$ cat src/rtl/rst_pkg.sv
// Shared types and constants for the staged reset sequencer and its cause register.
// Holds the FSM state encoding, the cause bit layout and a small sizing helper.
// No logic here, so there is no latency or backpressure.
package rst_pkg;

    typedef enum logic [1:0] {
        ASSERT  = 2'd0,
        HOLD    = 2'd1,
        RELEASE = 2'd2,
        RUN     = 2'd3
    } rst_seq_state_e;

    localparam int unsigned RstCauseW    = 3;
    localparam int unsigned RstCausePor  = 0;
    localparam int unsigned RstCauseNdm  = 1;
    localparam int unsigned RstCauseUart = 2;

    function automatic int unsigned max_u(input int unsigned a, input int unsigned b);
        return (a > b) ? a : b;
    endfunction

endpackage

$ cat src/rtl/rst_cause_reg.sv
// Sticky reset-cause register: por on power-on reset, ndm/uart OR-ed in on capture.
// Updates one edge after capture/clear are sampled.
// No backpressure; a clear on a capture edge keeps only the freshly captured bits.
module rst_cause_reg
    import rst_pkg::*;
(
    input  logic                 clk_i,
    input  logic                 rst_i,
    input  logic                 capture_i,
    input  logic                 ndm_i,
    input  logic                 uart_i,
    input  logic                 clr_i,
    output logic [RstCauseW-1:0] cause_o
);

    localparam logic [RstCauseW-1:0] PorOnly = RstCauseW'(1 << RstCausePor);

    logic [RstCauseW-1:0] capt_dat;

    always_comb begin
        capt_dat               = '0;
        capt_dat[RstCauseNdm]  = ndm_i;
        capt_dat[RstCauseUart] = uart_i;
    end

    always_ff @(posedge clk_i or posedge rst_i) begin
        if (rst_i) begin
            cause_o <= PorOnly;
        end else if (clr_i) begin
            cause_o <= capture_i ? capt_dat : '0;
        end else if (capture_i) begin
            cause_o <= cause_o | capt_dat;
        end
    end

endmodule

$ cat src/rtl/rst_seq.sv
// Staged reset sequencer: releases domains 0..N-1 in order after a hold, one per gap.
// Domain k releases HoldCycles + k*GapCycles edges after the request clears; all outputs registered.
// No backpressure; a new request on any edge aborts the sequence and restarts from domain 0.
module rst_seq
    import rst_pkg::*;
#(
    parameter int unsigned NumDomains = 4,
    parameter int unsigned HoldCycles = 16,
    parameter int unsigned GapCycles  = 4
) (
    input  logic                  clk_i,
    input  logic                  rst_i,
    input  logic                  sys_rst_ni,
    input  logic                  ndmreset_i,
    input  logic                  prog_uart_i,
    input  logic                  clr_cause_i,
    output logic [NumDomains-1:0] dom_rst_no,
    output logic                  done_o,
    output logic [RstCauseW-1:0]  rst_cause_o,
    output logic [1:0]            state_o
);

    localparam int unsigned CntW = $clog2(max_u(HoldCycles, GapCycles) + 1);
    localparam int unsigned IdxW = (NumDomains > 1) ? $clog2(NumDomains) : 1;

    localparam logic [CntW-1:0] HoldLast = CntW'(HoldCycles - 1);
    localparam logic [CntW-1:0] GapLast  = CntW'(GapCycles - 1);
    localparam logic [IdxW-1:0] IdxLast  = IdxW'(NumDomains - 1);

    rst_seq_state_e        state_q, state_d;
    logic [CntW-1:0]       cnt_q, cnt_d;
    logic [IdxW-1:0]       idx_q, idx_d;
    logic [NumDomains-1:0] dom_q, dom_d;
    logic                  done_q, done_d;
    logic                  capture;

    always_ff @(posedge clk_i or posedge rst_i) begin
        if (rst_i) begin
            state_q <= ASSERT;
            cnt_q   <= '0;
            idx_q   <= '0;
            dom_q   <= '0;
            done_q  <= 1'b0;
        end else begin
            state_q <= state_d;
            cnt_q   <= cnt_d;
            idx_q   <= idx_d;
            dom_q   <= dom_d;
            done_q  <= done_d;
        end
    end

    always_comb begin
        state_d = state_q;
        cnt_d   = cnt_q;
        idx_d   = idx_q;
        dom_d   = dom_q;
        done_d  = done_q;
        capture = 1'b0;

        unique case (state_q)
            ASSERT: begin
                if (sys_rst_ni) begin
                    state_d = HOLD;
                    cnt_d   = '0;
                end
            end
            HOLD: begin
                if (cnt_q == HoldLast) begin
                    dom_d[0] = 1'b1;
                    cnt_d    = '0;
                    if (NumDomains == 1) begin
                        state_d = RUN;
                        done_d  = 1'b1;
                    end else begin
                        state_d = RELEASE;
                        idx_d   = IdxW'(1);
                    end
                end else begin
                    cnt_d = cnt_q + CntW'(1);
                end
            end
            RELEASE: begin
                if (cnt_q == GapLast) begin
                    for (int k = 0; k < NumDomains; k++) begin
                        if (IdxW'(k) == idx_q) begin
                            dom_d[k] = 1'b1;
                        end
                    end
                    cnt_d = '0;
                    if (idx_q == IdxLast) begin
                        state_d = RUN;
                        done_d  = 1'b1;
                    end else begin
                        idx_d = idx_q + IdxW'(1);
                    end
                end else begin
                    cnt_d = cnt_q + CntW'(1);
                end
            end
            RUN: begin
            end
            default: state_d = ASSERT;
        endcase

        // A fresh request overrides whatever progress was made; capture only on entry.
        if (state_q != ASSERT && !sys_rst_ni) begin
            state_d = ASSERT;
            cnt_d   = '0;
            idx_d   = '0;
            dom_d   = '0;
            done_d  = 1'b0;
            capture = 1'b1;
        end
    end

    rst_cause_reg u_cause (
        .clk_i     (clk_i),
        .rst_i     (rst_i),
        .capture_i (capture),
        .ndm_i     (ndmreset_i),
        .uart_i    (prog_uart_i),
        .clr_i     (clr_cause_i),
        .cause_o   (rst_cause_o)
    );

    assign dom_rst_no = dom_q;
    assign done_o     = done_q;
    assign state_o    = state_q;

endmodule

$ cat config.mk
export PLATFORM = sky130hd
export DESIGN_NAME = rst_seq
export DESIGN_NICKNAME = d
export VERILOG_FILES = /design/src/rtl/rst_pkg.sv /design/src/rtl/rst_cause_reg.sv /design/src/rtl/rst_seq.sv
export SDC_FILE = /design/constraint.sdc
export NUM_CORES = 1
export LEC_CHECK = 0
export BUFFER_PORTS_ARGS = -buffer_cell sky130_fd_sc_hd__buf_2
export CORE_ASPECT_RATIO = 0.8
export CORE_MARGIN = 2
export CORE_UTILIZATION = 40
export CTS_BUF_LIST = sky130_fd_sc_hd__clkbuf_8
export DETAILED_ROUTE_END_ITERATION = 12
export GPL_TIMING_DRIVEN = 0
export SLEW_MARGIN = 0
export SYNTH_ARGS = -nofsm -noshare
export SYNTH_HDL_FRONTEND = slang
export SYNTH_SLANG_ARGS = --single-unit
$ cat constraint.sdc
create_clock -name clk_i -period 6 [get_ports clk_i]
set_clock_uncertainty 0.2 [all_clocks]
set_input_delay 1.2 -clock clk_i [delete_from_list [all_inputs] [get_ports clk_i]]
set_output_delay 1.2 -clock clk_i [all_outputs]
set_load 0.03 [all_outputs]
==> out/qor.txt, run 1 <==
Run status: complete, no violations
WP data required: 5.94 ns
I/O pin total: 16
Ant diodes: 0
Syn Area/Cell: 9.04 um2
Crit path cell chain: buf_2 -> buf_1 -> nand2_1 -> a21oi_1 -> nor3_1 -> o22a_1
Yosys reg bits: 16
Final WS setup: 3.36 ns
Relative slew margins: 58.5%
DR iter-0 viols: 23
Worst path max stage delay: 0.42 ns
Finished Cell Area: 1200 um2
Worst EP arrival: 2.58 ns
Setup TNS: 0 ns
VDD IR max: 311 uV
Fmax: 379 MHz
HP Class: reg -> reg
Placement Rows: 16
Total Wirelength: 2.26 mm
R2R cell count: 7
Slowest cell on the critical path: a21oi_1
Post-CTS sizing: 0
Total gr overflow: 0
Die H: 49.2 um
TritonCTS clock tree: done
Placed cell count: 164
Post-route ant nets: 0
CP Capture Type: register
Reg-to-reg endpoint: state_o[0]
P per Cell Area: 481 nW/um2
Layout cells sized above 1: 21.2%
Die Width: 60.5 um
Tmin final: 2.64 ns
Reg2reg start: state_o[0]
Mapped Cells: 113
Critical path buffer and inverter count: 2
Mapped cell area: 1020 um2
Vias: 867
Clk slew on worst S/H paths: 0.07 ns
CTS Buffer Depth: 2
Yosys warnings: 0
RD Place Congestion: 0.845
Flop2flop setup slack: 3.70 ns
Clock latency on the worst-skew pair: 0.26 ns
Vias/cell: 5.16
Root buffer cell: clkbuf_8
Core area: 2440 um2
Fin nets: 149
Tot GR Track Use: 17.4%
Utilization after layout: 49.0%
Critical path launch point type: primary input
Vias in the first global route: 807
Hold Crit Start: u_cause.cause_o[0]
Die area: 2980 um2
Leak Pwr: 0.573 nW
Power Total: 0.575 mW
WHS Path Cells: 1
Placement Cell Area: 1140 um2
Unique masters post-synth: 35
Max-slew violations: 0
CP top delay family: compound AO/OA/AOI/OAI gates
Final hold vios: 0
Initial core utilization: 41.8%
RSZ-0062 raised after global routing: no
Max-cap violations: 0
First-pass GRT wire length: 3.82 mm
Worst-path maximum fanout: 10
Pre-CTS WS: 3.13 ns
Drt pass-1 iters: 4
Kind of critical path: in -> reg
Final cell count without fillers: 168
H-tree depth: 1
Clock sinks: 16
DRC Markers: 0
WL/cell: 13.5 um
Total CTS buffers: 3
Final HPWL DP: 1.65 mm
Register area share after synthesis: 39.3%
CTS Hold Bufs: 0
Final setup violation count: 0
Largest net degree at the start of global routing: 17
Final period util: 44.0%
Syn Nets: 129
Initial antenna violation count: 0
PortBufs: 15
Hold worst-path end: u_cause.cause_o[0]
Hold_ws: 0.295 ns
Slew at the pin closest to its max-slew limit: 0.622 ns
Post-CTS Setup Inserts: 0
Layout area overhead: 17.2%
[sequential cells by signal, summed over array words and instances, names as in the netlist]
name and cells:
idx_q 2, state_o 2, u_cause.cause_o 3, dom_rst_no 4
cnt_q 5
[cells by family after synthesis]
kind of cell    after synthesis  share of synthesized area (%)
compound gates               31                           19.2
xor+xnor                      2                           1.72
fa+ha+maj                    10                           12.3
buf+inv                      15                           5.88
flops                        16                           39.3
mux                           2                           1.96
simple gates                 37                           19.6
[cell usage after synthesis (all sizes together)]
master,number,area [um2]
o22ai,2,12.5
nor4bb,1,10.0
mux2i,2,20.0
ha,10,125
nand2b,1,6.26
or2,2,12.5
buf,2,11.3
dfrtp,15,375
o21ai,11,58.8
a21oi,11,55.1
a32o,1,10.0
nand3,5,30.0
xnor2,1,8.76
a221oi,1,15.0
xor2,1,8.76
nor2b,3,18.8
nand2,11,41.3
nor3,2,10.0
inv,12,45.0
clkbuf,1,3.75
o22a,1,8.76
a311o,1,10.0
a22o,2,18.8
o31ai,1,7.51
nor2,9,33.8
or4b,1,13.8
nor4b,2,23.8
dfstp,1,26.3
[report_power, final]
group	switching, mW	total (mW)	internal (mW)
logic	0.199	0.305	0.106
clock network	0.0437	0.102	0.0584
registers	0.0290	0.168	0.139
total	0.272	0.575	0.304
[placed cells by master, fill, tap and decap left out, types with 2 or more instances in the layout]
cell type / netlist / routed
nand2_1: 11 / 11
buf_2: 0 / 15
inv_1: 12 / 12
a21oi_1: 11 / 11
nor2_1: 9 / 9
nor3_1: 2 / 2
o21ai_0: 9 / 9
nor2b_1: 3 / 3
ha_1: 10 / 10
nand3_1: 4 / 4
dfrtp_1: 15 / 15
mux2i_1: 2 / 2
clkbuf_8: 0 / 4
o22ai_1: 2 / 2
[cell type report]
class	count	area, um2
plain buffers	3	15.0
clock buffers	4	55.1
fillers	254	1250
inverters	12	45.0
multi-input cells	82	559
flip-flops and latches	16	402
well taps	36	45.0
repair buffers	15	75.1
[metal layers]
metal	part of all wire (%)	vias to the layer above	global-route usage, %
met5	0	-	0
met1	50	412	25.0
met4	0.53	0	3.26
met3	4.4	2	5.57
li1	-	431	-
met2	45	22	25.7
[how the worst max path moves through the flow]
stage               startpoint            end  cells after the start
finish              sys_rst_ni  dom_rst_no[0]                      6
global route        sys_rst_ni  dom_rst_no[0]                      6
CTS                 sys_rst_ni  dom_rst_no[0]                      6
detailed placement  sys_rst_ni  dom_rst_no[0]                      6
global placement    sys_rst_ni  dom_rst_no[0]                      6
floorplan           sys_rst_ni  dom_rst_no[0]                      5
Note: power is estimated with default switching activity, not from simulation.
==> run 2: changes to the inputs <==
- ABC_AREA: default -> 1
- clock period: 6 -> 2.5 ns (I/O delays scaled with it)
==> run 2 against run 1 <==
Largest power group unchanged. Critical path type is now reg -> reg. Non-clock buffer count down 2. Critical endpoint is now idx_q[0]. Via count is 6.9% higher. Largest cell class unchanged. Clock power is 130% higher. Utilization increased by 0.57 points. First-iteration DRC count grew 130%. Synthesized cell count rose by 26%. Global-route usage fell by 0.65 points. Sequential power is 150% higher. Sequential share of layout area fell by 0.92 points.
==> out/qor.txt, run 2 <==
Largest family of logic cells by synthesized area: simple AND/OR/NAND/NOR gates
Unique masters post-synth: 22 (-37%)
WL/cell: 11.1 um (-17%)
Largest register FFs: 5 (unchanged)
Tmin final: 1.94 ns
Power Internal: 0.751 mW (+150%)
Flop2flop setup slack: 0.56 ns (-3.14 ns)
RD Place Congestion: 0.833 (-1.5%)
Core area: 2480 um2 (+1.6%)
CTS Buffer Depth: 2 (unchanged)
Fin nets: 178 (+19%)
Post-CTS Setup Inserts: 0 (unchanged)
Mapped Cells: 142 (+26%)
Max-cap violations: 0 (unchanged)
Relative slew margins: 58.2% (-0.33 points)
Post-Synth Simple-Gate Area: 31.6% (+12 points)
Final period util: 77.6%
Reg2reg start: state_o[0]
Finished Cell Area: 1230 um2 (+2.8%)
Worst EP arrival: 1.88 ns (-0.70 ns)
Number of enable flip-flop cells after synthesis: 0 (unchanged)
DR iter-0 viols: 54 (+130%)
Die H: 49.9 um (+1.5%)
Tot GR Track Use: 16.7% (-0.65 points)
Final HPWL DP: 1.65 mm (-0.45%)
Vias: 927 (+6.9%)
Critical path launch point type: register
Worst-path maximum fanout: 7 (-3)
Setup TNS: 0 ns (unchanged)
Syn Nets: 158 (+22%)
WP data required: 2.44 ns (-3.50 ns)
Post-route ant nets: 0 (unchanged)
Slew at the pin closest to its max-slew limit: 0.627 ns (+0.00498 ns)
HP Class: in -> async
Post-synthesis mux area share: 0% (-2.0 points)
Initial core utilization: 42.5% (+0.69 points)
Vias in the first global route: 874 (+8.3%)
Logic pwr share: 56.2% (+3.2 points)
Initial antenna violation count: 0 (unchanged)
Sequential fraction of design power: 28.1% (-1.1 points)
I/O pin total: 16 (unchanged)
Compound-Gate Fraction of Synth Area: 7.95% (-11 points)
DRC Markers: 0 (unchanged)
Root buffer cell: clkbuf_8
Register area share after synthesis: 38.1% (-1.3 points)
NetSw: 0.733 mW (+170%)
Placement Cell Area: 1170 um2 (+3.0%)
Layout area overhead: 16.6%
Post-synth top area share: 35.6% (-1.2 points)
Reg-to-reg endpoint: idx_q[0]
Total gr overflow: 0 (unchanged)
Register with the most flip-flops: cnt_q
RSZ-0062 raised after global routing: no
Met1 GRT Util: 22.4% (-2.6 points)
First-pass GRT wire length: 3.83 mm (+0.18%)
TritonCTS clock tree: done
Ant diodes: 0 (unchanged)
Met3 usage: 4.72% (-0.85 points)
Clock Power Share: 15.7% (-2.1 points)
Die Width: 61.4 um (+1.5%)
Mapped cell area: 1050 um2 (+3.3%)
Final WS setup: 0.560 ns (-2.80 ns)
GRT busiest layer: met2
Yosys reg bits: 16 (unchanged)
Total CTS buffers: 3 (unchanged)
VDD IR max: 485 uV (+56%)
Clock sinks: 16 (unchanged)
Utilization after layout: 49.5% (+0.57 points)
Final hold vios: 0 (unchanged)
XOR/XNOR share of the synthesized area: 0% (-1.7 points)
Drt pass-1 iters: 4 (unchanged)
Max-slew violations: 0 (unchanged)
CP Capture Type: register
Die area: 3070 um2 (+3.1%)
Run status: complete, no violations
Placement Rows: 16 (unchanged)
Syn Area/Cell: 7.43 um2 (-18%)
P per Cell Area: 1210 nW/um2 (+150%)
Clock latency on the worst-skew pair: 0.25 ns (about the same)
H-tree depth: 1 (unchanged)
Layout cells sized above 1: 21.1% (-0.094 points)
Hold_ws: 0.119 ns (-0.176 ns)
Largest area contributor in the netlist: dfrtp_1
Total Wirelength: 2.19 mm (-3.1%)
Commonest non-fill, non-tap cell in the layout: nand2_1
Switching share of power: 49.4% (+2.2 points)
Fmax: 516 MHz
Leak Pwr: 0.661 nW (+15%)
PortBufs: 15 (unchanged)
Kind of critical path: reg -> reg
Most common flop cell mapped by yosys: dfrtp_1
CTS Hold Bufs: 0 (unchanged)
Pre-CTS WS: 0.617 ns (-2.51 ns)
Synth Area in Adders: 11.9% (-0.39 points)
Grt met2 use: 26.8% (+1.0 points)
R2R cell count: 8 (+1)
Largest net degree at the start of global routing: 17 (unchanged)
Clk slew on worst S/H paths: 0.07 ns (about the same)
Vias/cell: 4.71 (-8.8%)
Post-synth ARST share: 100% (unchanged)
Most instantiated cells after synthesis: nand2_1, inv_1, dfrtp_1, nor2_1, nand3_1
Final setup violation count: 0 (unchanged)
Most frequent cells in the layout: nand2_1, inv_1, nor2_1, dfrtp_1, buf_2
Area contributors post-synth: dfrtp_1, nand2_1, ha_1, inv_1, nor2_1
Yosys warnings: 0 (unchanged)
Post-CTS sizing: 0 (unchanged)
Top-count cell post-synth: nand2_1
-- run 2: worst max path at each step --
stage	from	endpoint	depth (start not counted)
finish	state_o[0]	idx_q[0]	8
global route	state_o[0]	idx_q[0]	8
CTS	state_o[0]	idx_q[0]	8
detailed placement	state_o[0]	idx_q[0]	8
global placement	state_o[0]	idx_q[0]	8
floorplan	state_o[0]	idx_q[0]	8
-- run 2: final cells by class --
cell class                      count  area [um2]
Buffer                              1        7.51
Clock buffer                        4        55.1
Fill cell                         265        1250
Inverter                           27         104
Multi-Input combinational cell     98         542
Sequential cell                    16         402
Tap cell                           36        45.0
Timing Repair Buffer               15        75.1
-- run 2: critical path: stages, from the launching register on --
cell and delay, ns:
dfrtp_1 0.48, inv_1 0.10, ha_1 0.27, nor2_4 0.25, nor2_1 0.10, a21oi_2 0.18, nand3_1 0.13, nand2_1 0.08
nand2_1 0.05
-- run 2: logic make-up (layout without fill, tap and decap cells) --
group                      Yosys count  in the layout
and+or+nand+nor                     74             74
buffers and inverters               28             47
DFF                                 16             16
AOI/OAI and AO/OA                   14             14
adders and majority gates           10             10
-- run 2: metrics by stage --
step	instances	total power, mW
after floorplan	142	1.05
final	197	1.48
after global placement	193	1.23
after global routing	197	1.62
after detailed placement	193	1.24
after CTS	197	1.49
-- run 2: power groups by stage --
stage          sequential [mW]  clock [mW]  combinational [mW]
2_1_floorplan            0.505           0               0.549
3_3_place_gp             0.414           0               0.811
3_5_place_dp             0.423           0               0.822
4_1_cts                  0.418       0.238               0.837
5_1_grt                  0.432       0.251               0.938
6_report                 0.417       0.232               0.835
-- run 2: per-layer routing --
metal	vias to the layer above	share of wire, %
met2	26	46
met3	2	4.0
li1	468	-
met1	431	50
met4	0	0.50
met5	-	0
==> run 3: changes to the inputs <==
- ABC_AREA: 1 -> 0
- clock period: 2.5 -> 1.9 ns (I/O delays scaled with it)
==> run 3 against run 2 <==
The flow now finishes with violations (hold timing, setup timing). Routed wire length increased by 14%. Sequential power increased by 29%. Final area increased by 10%. Sequential share of layout area decreased by 2.7 points. Highest routed layer unchanged.
==> out/qor.txt, run 3 (same netlist as run 1, synthesis figures left out) <==
Run status: finished, violations left
Violated checks: hold timing, setup timing
Fin nets: 156 (-12%)
Final hold vios: 14 (+14)
Final HPWL DP: 1.67 mm (+1.5%)
Final WS setup: -0.165 ns (-0.725 ns)
Ant diodes: 0 (unchanged)
Initial antenna violation count: 0 (unchanged)
Die area: 2980 um2 (-3.0%)
Worst-path maximum fanout: 4 (-3)
TritonCTS clock tree: done
H-tree depth: 1 (unchanged)
Layout cells sized above 1: 36.0% (+15 points)
CTS Buffer Depth: 2 (unchanged)
Pre-CTS WS: -0.288 ns (-0.905 ns)
Vias/cell: 5.31 (+13%)
Layout area overhead: 32.6%
Leak Pwr: 0.624 nW (-5.7%)
Commonest non-fill, non-tap cell in the layout: buf_2
PortBufs: 15 (unchanged)
Initial core utilization: 41.8% (-0.69 points)
Vias: 929 (+0.22%)
Root buffer cell: clkbuf_8
Drt pass-1 iters: 5 (+1)
Vias in the first global route: 879 (+0.57%)
Most frequent cells in the layout: buf_2, inv_1, dfrtp_1
Die H: 49.2 um (-1.5%)
Final cell count without fillers: 175 (-11%)
First-pass GRT wire length: 4.02 mm (+4.9%)
Register with the most flip-flops: cnt_q
Clock latency on the worst-skew pair: 0.25 ns (about the same)
Final setup violation count: 7 (+7)
Largest net degree at the start of global routing: 17 (unchanged)
Critical path launch point type: register
Kind of critical path: reg -> reg
Max-cap violations: 0 (unchanged)
Tmin final: 2.07 ns (+0.125 ns)
Fmax: 484 MHz (-6.1%)
Final period util: 109% (+31 points)
DR iter-0 viols: 33 (-39%)
WL/cell: 14.3 um (+28%)
Relative slew margins: 58.3% (+0.17 points)
Clk slew on worst S/H paths: 0.06 ns (about the same)
I/O pin total: 16 (unchanged)
WP data required: 1.84 ns (-0.60 ns)
Hold_ws: -0.00678 ns (-0.125 ns)
RD Place Congestion: 0.790 (-5.1%)
DRC Markers: 0 (unchanged)
Total Wirelength: 2.50 mm (+14%)
Utilization after layout: 55.4% (+5.9 points)
Placed cell count: 164 (-15%)
Max-slew violations: 0 (unchanged)
VDD IR max: 823 uV (+70%)
Power Total: 2.09 mW (+41%)
Die Width: 60.5 um (-1.5%)
Core area: 2440 um2 (-1.6%)
RSZ-0062 raised after global routing: yes
Largest register FFs: 5 (unchanged)
Worst EP arrival: 2.00 ns (+0.12 ns)
Placement Rows: 16 (unchanged)
CP Capture Type: register
HP Class: in -> async
Clock sinks: 16 (unchanged)
Total gr overflow: 0 (unchanged)
P per Cell Area: 1540 nW/um2 (+28%)
Slew at the pin closest to its max-slew limit: 0.624 ns (-0.00256 ns)
Total CTS buffers: 3 (unchanged)
Tot GR Track Use: 17.9% (+1.2 points)
Fillers: 226 (-15%)
Post-route ant nets: 0 (unchanged)
-- run 3: cell count changes in the layout (fill, tap and decap cells not counted), moves of 3 or more --
cell,previous run,this run
inv_1,25,12
ha_4,0,3
dfrtp_1,15,12
buf_4,1,8
nand2_1,39,11
nand2_2,3,0
o21ai_0,2,6
nand3_1,11,4
ha_1,10,6
nor2_1,15,8
dfrtp_2,0,3
-- run 3: where the power goes --
| part | leakage (nW) | total, mW | internal [mW] | switching, mW |
|---|---|---|---|---|
| registers | 0.203 | 0.538 | 0.444 | 0.0943 |
| clock network | 0.0288 | 0.306 | 0.184 | 0.122 |
| logic | 0.392 | 1.25 | 0.500 | 0.745 |
-- run 3: layout make-up --
cell class | instances | area [um2] | area share (%)
clock buffer | 4 | 55.1 | 4.07
buffer | 3 | 16.3 | 1.20
inverter | 12 | 45.0 | 3.33
timing repair buffer | 22 | 128 | 9.43
sequential | 16 | 405 | 29.9
multi-input combinational | 82 | 659 | 48.7
tap | 36 | 45.0 | 3.33
-- run 3: per-stage QoR --
stage | area [um2] | TNS [ns]
3_5_place_dp | 1160 | -1.31
6_report | 1350 | -0.717
5_1_grt | 1350 | -1.49
3_3_place_gp | 1160 | -1.08
4_1_cts | 1270 | -0.644
2_1_floorplan | 1040 | -0.114
-- run 3: worst paths after layout --
path | from | to | slack [ns] | cells after the start
min in group clk_i | clr_cause_i | u_cause.cause_o[0] | 0.06 | 2
setup / recovery | cnt_q[1] | state_o[0] | -0.17 | 6
hold / removal | rst_i | u_cause.cause_o[1] | -0.007 | 2
hold reg to reg | u_cause.cause_o[0] | u_cause.cause_o[0] | 0.28 | 1
setup reg to reg | cnt_q[1] | state_o[0] | -0.17 | 6
max in group asynchronous | rst_i | cnt_q[2] | 1.06 | 2
-- run 3: what timing repair did --
action                     CTS  global route
pin swaps                    5             8
gates cloned                 0             0
resized for setup            9            11
hold buffers                 0             0
buffers inserted             4             3
setup endpoints to repair   11            10
-- run 3: worst max-delay path, stage by stage, from the launching register on --
cell	delay [ns]
dfrtp_1	0.39
ha_4	0.16
or4b_4	0.49
o21ai_4	0.18
nand3_4	0.11
mux2i_1	0.13
a311o_1	0.27
-- run 3: per-layer routing --
metal | track usage (%) | up-vias | part of all wire, %
met4 | 3.26 | 0 | 1.4
met5 | 0 | - | 0
met2 | 27.4 | 20 | 48
met3 | 5.04 | 6 | 3.8
li1 | - | 445 | -
met1 | 25.5 | 458 | 46
